<file path="config.mk">
export PLATFORM = sky130hd
export DESIGN_NAME = data_cache
export DESIGN_NICKNAME = d
export VERILOG_FILES = /design/src/rtl/data_cache.sv
export SDC_FILE = /design/constraint.sdc
export NUM_CORES = 2
export LEC_CHECK = 0
export BUFFER_PORTS_ARGS = -buffer_cell sky130_fd_sc_hd__buf_2
export CAP_MARGIN = 20
export CORE_AREA = 2 2 571 573
export DETAILED_ROUTE_END_ITERATION = 8
export DIE_AREA = 0 0 573 575
export SETUP_SLACK_MARGIN = 0.05
export SYNTH_ARGS = -nofsm -noshare
export SYNTH_HDL_FRONTEND = slang
export SYNTH_SLANG_ARGS = --single-unit
</file>
<file path="constraint.sdc">
create_clock -name clk -period 19.1 [get_ports clk]
set_input_delay 0.955 -clock clk [delete_from_list [all_inputs] [get_ports clk]]
set_output_delay 0.955 -clock clk [all_outputs]
set_load 0.01 [all_outputs]
</file>
<file path="src/rtl/data_cache.sv">
// data_cache: direct-mapped, write-through, no-write-allocate L1 data cache.
// The tag/data arrays live in registers, and hits are answered combinationally.
// A three-state FSM (IDLE/FILL/WRITE) drives a single-transaction, word-wide
// memory port.
//
// Ports:
//   clk, rst                 clock; asynchronous active-low reset
//   dcache_prefetch/pre_addr prefetch hint (dropped unless taken in IDLE)
//   dcache_read/read_addr    demand read, held by the LSU until read_done
//   dcache_read_done/data    combinational hit response (data is 0 when not done)
//   dcache_write*            committed store (word address, data, byte mask)
//   dcache_write_done        one-cycle pulse after the store reaches memory
//   mem_req/we/addr/wdata/wmask  registered memory request
//   mem_ready/mem_rdata      beat completion and read data
module data_cache #(
  parameter int unsigned LINE_BITS = 4
) (
  input  logic        clk,
  input  logic        rst,
  input  logic        dcache_prefetch,
  input  logic [31:0] dcache_pre_addr,
  input  logic        dcache_read,
  input  logic [31:0] dcache_read_addr,
  output logic        dcache_read_done,
  output logic [31:0] dcache_read_data,
  input  logic        dcache_write,
  input  logic [31:0] dcache_write_addr,
  input  logic [31:0] dcache_write_data,
  input  logic [3:0]  dcache_write_mask,
  output logic        dcache_write_done,
  output logic        mem_req,
  output logic        mem_we,
  output logic [31:0] mem_addr,
  output logic [31:0] mem_wdata,
  output logic [3:0]  mem_wmask,
  input  logic        mem_ready,
  input  logic [31:0] mem_rdata
);

  localparam int unsigned LINES = 1 << LINE_BITS;
  localparam int unsigned TAG_W = 32 - LINE_BITS - 4;

  typedef enum logic [1:0] {IDLE, FILL, WRITE} state_t;

  state_t state_q, state_d;

  logic [LINES-1:0] valid_q;
  logic [TAG_W-1:0] tag_q  [LINES];
  logic [31:0]      data_q [LINES][4];

  logic [TAG_W-1:0]     fill_tag_q;
  logic [LINE_BITS-1:0] fill_idx_q;
  logic [1:0]           beat_q;

  // Address fields
  logic [TAG_W-1:0]     rd_tag, pre_tag, wr_tag, fa_tag;
  logic [LINE_BITS-1:0] rd_idx, pre_idx, wr_idx, fa_idx;
  logic [1:0]           rd_word, wr_word;
  logic                 rd_hit, pre_hit, wr_hit;
  logic                 write_take;
  logic [31:0]          fill_addr_d;
  logic [31:0]          wr_old, wr_merged;

  assign rd_tag  = dcache_read_addr[31:LINE_BITS+4];
  assign rd_idx  = dcache_read_addr[LINE_BITS+3:4];
  assign rd_word = dcache_read_addr[3:2];
  assign pre_tag = dcache_pre_addr[31:LINE_BITS+4];
  assign pre_idx = dcache_pre_addr[LINE_BITS+3:4];
  // The latched store address is held on mem_addr throughout WRITE.
  assign wr_tag  = mem_addr[31:LINE_BITS+4];
  assign wr_idx  = mem_addr[LINE_BITS+3:4];
  assign wr_word = mem_addr[3:2];
  assign fa_tag  = fill_addr_d[31:LINE_BITS+4];
  assign fa_idx  = fill_addr_d[LINE_BITS+3:4];

  assign rd_hit  = valid_q[rd_idx]  && (tag_q[rd_idx]  == rd_tag);
  assign pre_hit = valid_q[pre_idx] && (tag_q[pre_idx] == pre_tag);
  assign wr_hit  = valid_q[wr_idx]  && (tag_q[wr_idx]  == wr_tag);

  // The committer still holds dcache_write in the cycle it sees
  // write_done. Ignore it then so the store is not issued a second time.
  assign write_take = dcache_write && !dcache_write_done;

  assign wr_old    = data_q[wr_idx][wr_word];
  assign wr_merged = {mem_wmask[3] ? mem_wdata[31:24] : wr_old[31:24],
                      mem_wmask[2] ? mem_wdata[23:16] : wr_old[23:16],
                      mem_wmask[1] ? mem_wdata[15:8]  : wr_old[15:8],
                      mem_wmask[0] ? mem_wdata[7:0]   : wr_old[7:0]};

  logic unused_addr_bits;
  assign unused_addr_bits = ^{dcache_read_addr[1:0], dcache_pre_addr[3:0],
                              dcache_write_addr[1:0], fill_addr_d[3:0]};

  // State register and control/datapath registers
  always_ff @(posedge clk or negedge rst) begin
    if (!rst) begin
      state_q           <= IDLE;
      valid_q           <= '0;
      fill_tag_q        <= '0;
      fill_idx_q        <= '0;
      beat_q            <= '0;
      mem_req           <= 1'b0;
      mem_we            <= 1'b0;
      mem_addr          <= '0;
      mem_wdata         <= '0;
      mem_wmask         <= '0;
      dcache_write_done <= 1'b0;
    end else begin
      state_q           <= state_d;
      dcache_write_done <= 1'b0;
      case (state_q)
        IDLE: begin
          if (state_d == FILL) begin
            fill_tag_q      <= fa_tag;
            fill_idx_q      <= fa_idx;
            beat_q          <= '0;
            valid_q[fa_idx] <= 1'b0;
            mem_req         <= 1'b1;
            mem_we          <= 1'b0;
            mem_addr        <= {fa_tag, fa_idx, 4'b0000};
          end else if (state_d == WRITE) begin
            mem_req   <= 1'b1;
            mem_we    <= 1'b1;
            mem_addr  <= {dcache_write_addr[31:2], 2'b00};
            mem_wdata <= dcache_write_data;
            mem_wmask <= dcache_write_mask;
          end
        end
        FILL: begin
          if (mem_ready) begin
            beat_q <= beat_q + 2'd1;
            if (beat_q == 2'd3) begin
              valid_q[fill_idx_q] <= 1'b1;
              mem_req             <= 1'b0;
            end else begin
              mem_addr <= {fill_tag_q, fill_idx_q, beat_q + 2'd1, 2'b00};
            end
          end
        end
        WRITE: begin
          if (mem_ready) begin
            dcache_write_done <= 1'b1;
            mem_req           <= 1'b0;
            mem_we            <= 1'b0;
          end
        end
        default: ;
      endcase
    end
  end

  // Tag and data arrays are qualified by valid_q, so they need no reset.
  always_ff @(posedge clk) begin
    if (state_q == IDLE && state_d == FILL)
      tag_q[fa_idx] <= fa_tag;
    if (state_q == FILL && mem_ready)
      data_q[fill_idx_q][beat_q] <= mem_rdata;
    if (state_q == WRITE && mem_ready && wr_hit)
      data_q[wr_idx][wr_word] <= wr_merged;
  end

  // Next-state logic, with fill-address selection in IDLE
  always_comb begin
    state_d     = state_q;
    fill_addr_d = dcache_read_addr;
    case (state_q)
      IDLE: begin
        if (write_take) begin
          state_d = WRITE;
        end else if (dcache_read && !rd_hit) begin
          state_d = FILL;
        end else if (dcache_prefetch && !pre_hit) begin
          state_d     = FILL;
          fill_addr_d = dcache_pre_addr;
        end
      end
      FILL:    if (mem_ready && beat_q == 2'd3) state_d = IDLE;
      WRITE:   if (mem_ready) state_d = IDLE;
      default: state_d = IDLE;
    endcase
  end

  // Read response, served from the arrays in every state
  always_comb begin
    dcache_read_done = dcache_read && rd_hit;
    dcache_read_data = '0;
    if (dcache_read_done)
      dcache_read_data = data_q[rd_idx][rd_word];
  end

endmodule

</file>
==> Yosys cells after proc, flatten, opt, wreduce, memory -nomap -nowiden <==
Memory sizes are Yosys's and may differ from the RTL's.
Cells that the tools add are included.
{ "word_totals": {"reg_bits": 119, "ramBits": 2432, "inputBits": 170, "word_cells": 144, "n_memories": 2} }
{ "op_classes": {"add_sub_neg": 1, "magnitude_cmp": 12, "n_eq_ne": 14, "mux": 66, "bitwise_logic": 7, "n_reduce_logical": 31} }
{ "mem_list": {"columns": ["memory", "words", "width", "read_ports", "rd_clocked_by_memory_dff", "write_ports", "line", "text"], "rows": [
  ["data_q", 16, 128, 2, 0, 1, "49", "logic [31:0] data_q [LINES][4];"],
  ["tag_q", 16, 24, 3, 0, 1, "48", "logic [TAG_W-1:0] tag_q [LINES];"]
]} }
{ "ops": {"columns": ["op", "count"], "rows": [
  ["128-bit 2-to-1 mux", 4],
  ["32-bit 2-to-1 mux", 15],
  ["32-bit binary-select mux with 2-bit select", 2],
  ["32-bit demux with 2-bit select", 2],
  ["128-bit OR reduction", 1],
  ["24-bit == test", 3],
  ["32-bit case mux with 2 select lines", 1],
  ["16-bit 2-to-1 mux", 3],
  ["8-bit 2-to-1 mux", 4],
  ["16-bit case mux with 2 select lines", 1],
  ["4-bit by 5-bit less-than comparator with 1-bit output (second input constant)", 5],
  ["1-bit 2-to-1 mux", 17],
  ["16-bit AND", 1],
  ["1-bit logical AND", 16],
  ["16-bit NOT", 1],
  ["16-bit OR", 1],
  ["2-bit 2-to-1 mux", 7],
  ["1-bit binary-select mux with 4-bit select", 3],
  ["3-bit >= comparator (second input constant)", 3],
  ["2-bit NOT with 3-bit output", 3],
  ["3-bit AND reduction", 3],
  ["1-bit demux with 4-bit select", 2],
  ["4-bit by 1-bit >= comparator with 1-bit output (second input constant)", 2],
  ["2-bit inequality test (second input constant)", 4],
  ["19 further kinds", 27]
]} }

==> Logic depth before layout (Yosys ltp) <==
{ "logic_depth": {"ltp_word": 17, "mapped_depth": 23, "mapped_depth_nobuf": 17} }

==> Worst setup path after synthesis <==
No wires, ideal clock.
{ "synth_timing": {"path_type": "register to register", "from": "register mem_addr[4]", "to": "memory data_q[0][119] in the netlist's numbering (data pin)", "setup_time_ns": 0.702, "arrival_time_ns": 5.765, "required_ns": 18.398, "slack_ns": 12.633, "path_stages_with_launch": 12, "path_buffers": 5, "synth_period_minus_slack_ns": 6.467, "path_cell_list": "dfrtp_1 > buf_6 > buf_2 > buf_2 > mux4_2 > mux4_2 > xnor2_1 > nand3_1 > or4_4 > buf_6 > clkbuf_1 > o21ai_0"} }
{ "synth_between": {"elab_chain_len": 8, "word_cells_on_any_way": 15, "cone_classes": "eq/ne: 1; mux: 9; reduce/logical: 3; memory: 2"} }
{ "synth_rtl": {"columns": ["item", "line", "text"], "rows": [
  ["from (decl)", "33", "output logic [31:0] mem_addr,"],
  ["from (signal assigned)", "120", "mem_addr <= {fa_tag, fa_idx, 4'b0000};"],
  ["from (signal assigned)", "124", "mem_addr <= {dcache_write_addr[31:2], 2'b00};"],
  ["from (signal assigned)", "136", "mem_addr <= {fill_tag_q, fill_idx_q, beat_q + 2'd1, 2'b00};"],
  ["memory read 16 x 24 bit / 1-bit binary-select mux with 4-bit select (equally long branches)", null, null],
  ["24-bit == test / 1-bit 2-to-1 mux (equally long branches)", "78", "assign wr_hit = valid_q[wr_idx] && (tag_q[wr_idx] == wr_tag);"],
  ["1-bit logical AND", "78", null],
  ["1-bit logical AND", "158", "if (state_q == WRITE && mem_ready && wr_hit)"],
  ["1-bit 2-to-1 mux", "158", null],
  ["128-bit 2-to-1 mux (implied by the code)", "159", "data_q[wr_idx][wr_word] <= wr_merged;"],
  ["128-bit OR reduction (no line)", null, null],
  ["128-bit 2-to-1 mux (no line) *", null, null],
  ["to (decl)", "49", null]
]} }
Every way passes the cells marked *; elsewhere a longest branch is shown, timed or not. The select of a mux whose other input is x is not followed.

==> Worst setup path in the final report <==
{ "layout_timing": {"from": "register mem_addr[4]", "to": "memory data_q[6][124] in the netlist's numbering (enable)"} }
{ "layout_between": {"elab_chain_len": 8, "word_cells_on_any_way": 11, "cone_classes": "eq/ne: 1; mux: 6; reduce/logical: 3; memory: 1"} }
{ "layout_rtl": {"columns": ["item", "line"], "rows": [
  ["memory read 16 x 24 bit / 1-bit binary-select mux with 4-bit select (equally long branches)", null],
  ["24-bit == test / 1-bit 2-to-1 mux (equally long branches)", "78"],
  ["1-bit logical AND", "78"],
  ["1-bit logical AND", "158"],
  ["1-bit 2-to-1 mux", "158"],
  ["128-bit 2-to-1 mux (implied by the code)", "159"],
  ["128-bit OR reduction (no line)", null],
  ["4-bit 2-to-1 mux (no line) / 128-bit 2-to-1 mux (equally long branches)", null]
]} }
Parallel ways exist; a longest one is shown, timed or not. The select of a mux whose other input is x is not followed.

==> impl_metrics.py <==
metrics = {
    "drt": {
        "wl_um": 411000,
        "via_per_inst": 6.48,
        "drt.antenna.violating_nets": 0,
        "num_vias": 68500,
        "dr.pass1.iters": 6,
        "drc": 0,
        "wl_per_cell_um": 38.9,
        "first_iter_violations": 9734,
    },
    "grt": {
        "grt_pass1_wl_um": 567000,
        "antenna_found_initial": 22,
        "grt_max_degree": 144,
        "grt.total_usage": 0.246,
        "grt-ovfl-total": 0,
        "grt_pass1_vias": 69600,
    },
    "clocking": {
        "clock_sinks": 2549,
        "postCtsSetupBuffers": 0,
        "clkLatencyLatePin_ps": 880,
        "tritoncts": "built",
        "htree_levels": 5,
        "cts_root_buf": "clkbuf_16",
        "numCtsBuffers": 280,
        "cts.clk_slew.worst_paths_ps": 60,
        "postCtsHoldBufs": 0,
        "ctsResizeCount": 0,
        "cts_max_path_buffers": 4,
    },
    "timing": {
        "drv_slew": 0,
        "period_needed_ps": 8800,
        "maxSlewHeadroom": 0.201,
        "rsz0062_at_grt": "no",
        "fmax_ghz": 0.114,
        "fin_setup_tns_ps": 0,
        "finalCritPeriodShare": 0.461,
        "worst_clock_skew_ps": 89.5,
        "final-setup-viol-count": 0,
        "tightest_slew_ps": 1200,
        "hold_violations": 0,
    },
    "setup_path": {
        "critPathMaxStageDelay_ps": 970,
        "crit_chain": "buf_4, buf_4, mux4_2, mux4_2, xor2_1, nor4_1, nand4_1, or4_4, buf_4, mux2i_4, buf_4, nor2_4, buf_4",
        "cp_common_cell": "buf_4",
        "crit_type": "flop to flop",
        "cp_slowest_cell": "dfrtp_4",
        "worstRegToRegCells": 13,
        "crit_path_end_kind": "flop",
        "start_kind": "flop",
        "cp_max_fo": 49,
        "crit_arrival_ps": 9210,
        "crit_required_ps": 19510,
    },
    "logic_synthesis": {
        "synthesis.area_um2": 123000,
        "yosysWarnings": 0,
        "synth_compound_area_frac": 0.0171,
        "postSynthCellCount": 5744,
        "syn_area_per_cell_um2": 21.3,
        "synth-adder-area-share": 0.00112,
        "synth_top_cell_by_area": "edfxtp_1",
        "synth_flop_cell": "edfxtp_1",
        "yosys.area_share.simple": 0.0151,
        "synth_top_area_frac": 0.596,
        "ys_seq_area_frac": 0.620,
        "ys_types": 68,
        "synthArstFlopShare": 0.0459,
        "synth_xor_area_frac": 0.00643,
        "synth_area_leaders": "edfxtp_1 60%, mux4_2 30%, dfrtp_1 2.4%",
        "synth_edf_count": 2432,
        "synth-seq-cells": 2549,
        "synthMuxAreaShare": 0.323,
        "synth_top_family_by_area": "multiplexers",
    },
    "die": {
        "fp.dieW_um": 573,
        "die_area_um2": 329000,
        "die_h_um": 575,
        "row_count": 209,
        "ios": 274,
        "start_util": 0.379,
        "core_area_um2": 323000,
    },
    "placement": {
        "globalplace.congestion": 0.858,
        "hpwlAfterDp_um": 231000,
        "place_inst": 10100,
        "portBuffers": 263,
    },
    "power": {
        "ir_drop_mv": 0.142,
        "power_density_nw_per_um2": 123,
        "p_leak_nw": 43.9,
    },
    "run": {
        "drv_cap": 0,
    },
    "finish": {
        "fin_cells": 10600,
        "finalNetCount": 6205,
        "fillCellCount": 27700,
        "final_common_cell": "edfxtp_1",
        "drive_gt1_frac": 0.429,
        "area_growth_pct": 13.1,
        "final_cell_mix": "2432 x edfxtp_1, 1634 x mux4_2, 287 x clkbuf_16",
    },
    "status": {
        "status": "finished, final reports clean",
    },
    "hold_path": {
        "hold_class": "input port to async pin",
    },
}
[per-layer routing]
layer  share of wire  track usage  vias to the layer above
met4           0.048        0.107                       10
met2            0.48        0.394                     3987
met5         0.00015            0                        -
met3           0.095       0.0484                      807
li1                -            -                    26000
met1            0.37        0.329                    37700
[final cells by class]
type,count,area [µm²],share of cell area
tap,4325,5410,0.0390
inverter,37,139,0.00100
clock inverter,143,1170,0.00841
clock buffer,339,7390,0.0533
antenna,15,37.5,0.000271
timing repair buffer,465,3110,0.0224
multi-input combinational,2691,45400,0.328
sequential,2549,76000,0.548
[registers in the layout, summed over array words and instances, names as in the netlist]
| register | cells |
|---|---|
| tag_q | 384 |
| mem_req | 1 |
| mem_wmask | 4 |
| dcache_write_done | 1 |
| mem_addr | 30 |
| beat_q | 2 |
| mem_wdata | 32 |
| valid_q | 16 |
| mem_we | 1 |
| state_q | 2 |
| data_q | 2048 |
| fill_tag_q | 24 |
| fill_idx_q | 4 |
[logic make-up (layout without fill, tap and decap cells)]
group           count (synthesis)  count (layout)
flops                        2549            2549
mux                          1902            1902
buf+inv                       505             984
simple gates                  382             382
compound gates                304             304
xor+xnor                       90              90
fa+ha+maj                      11              11
other cells                     1              17
[final timing paths]
path                                      startpoint                         to  slack, ps
max reg2reg                  mem_addr[4]$_DFFE_PN0P_   data_q[6][124]$_DFFE_PP_      10300
max                          mem_addr[4]$_DFFE_PN0P_   data_q[6][124]$_DFFE_PP_      10300
min reg2reg                fill_tag_q[8]$_DFFE_PN0P_  fill_tag_q[8]$_DFFE_PN0P_        480
min in group clk                dcache_write_data[9]   mem_wdata[9]$_DFFE_PN0P_        320
min                                              rst   mem_wdata[6]$_DFFE_PN0P_         60
max in group asynchronous                        rst    mem_addr[5]$_DFFE_PN0P_      17410
[Yosys cell counts, types with 46 or more instances]
master	count
mux2_2	55
nand2_1	93
mux4_2	1634
buf_1	93
buf_2	86
xnor2_1	46
edfxtp_1	2432
mux2i_1	205
nor2_1	110
o21ai_0	111
dfrtp_1	117
clkbuf_1	259
[per-stage QoR]
stage                     power, mW  cell area [µm²]  hold slack, ps   util  worst slack (ps)
after floorplan                10.2           123000             451      -             12630
after global placement         12.0           130000             466  0.402             10220
after detailed placement       12.0           130000             472  0.402             10190
after CTS                      17.2           139000            31.8  0.429             10180
after global routing           17.6           139000            52.0  0.429              9900
final                          17.1           139000            57.2  0.429             10300
[critical path, delay by kind of cell, from the launching register on]
| family | cells | cell delay, ps |
|---|---|---|
| and+or+nand+nor | 4 | 2210 |
| DFF | 1 | 970 |
| muxes | 3 | 1480 |
| xor gates and xnor gates | 1 | 180 |
| buffers and inverters | 5 | 3300 |
[power breakdown]
| part | total [mW] | switching, mW | internal, mW |
|---|---|---|---|
| registers | 6.61 | 0.298 | 6.32 |
| clock network | 5.21 | 2.24 | 2.97 |
| logic | 5.28 | 2.82 | 2.46 |
| total | 17.1 | 5.36 | 11.7 |
Power figures use the tool's default switching activity.
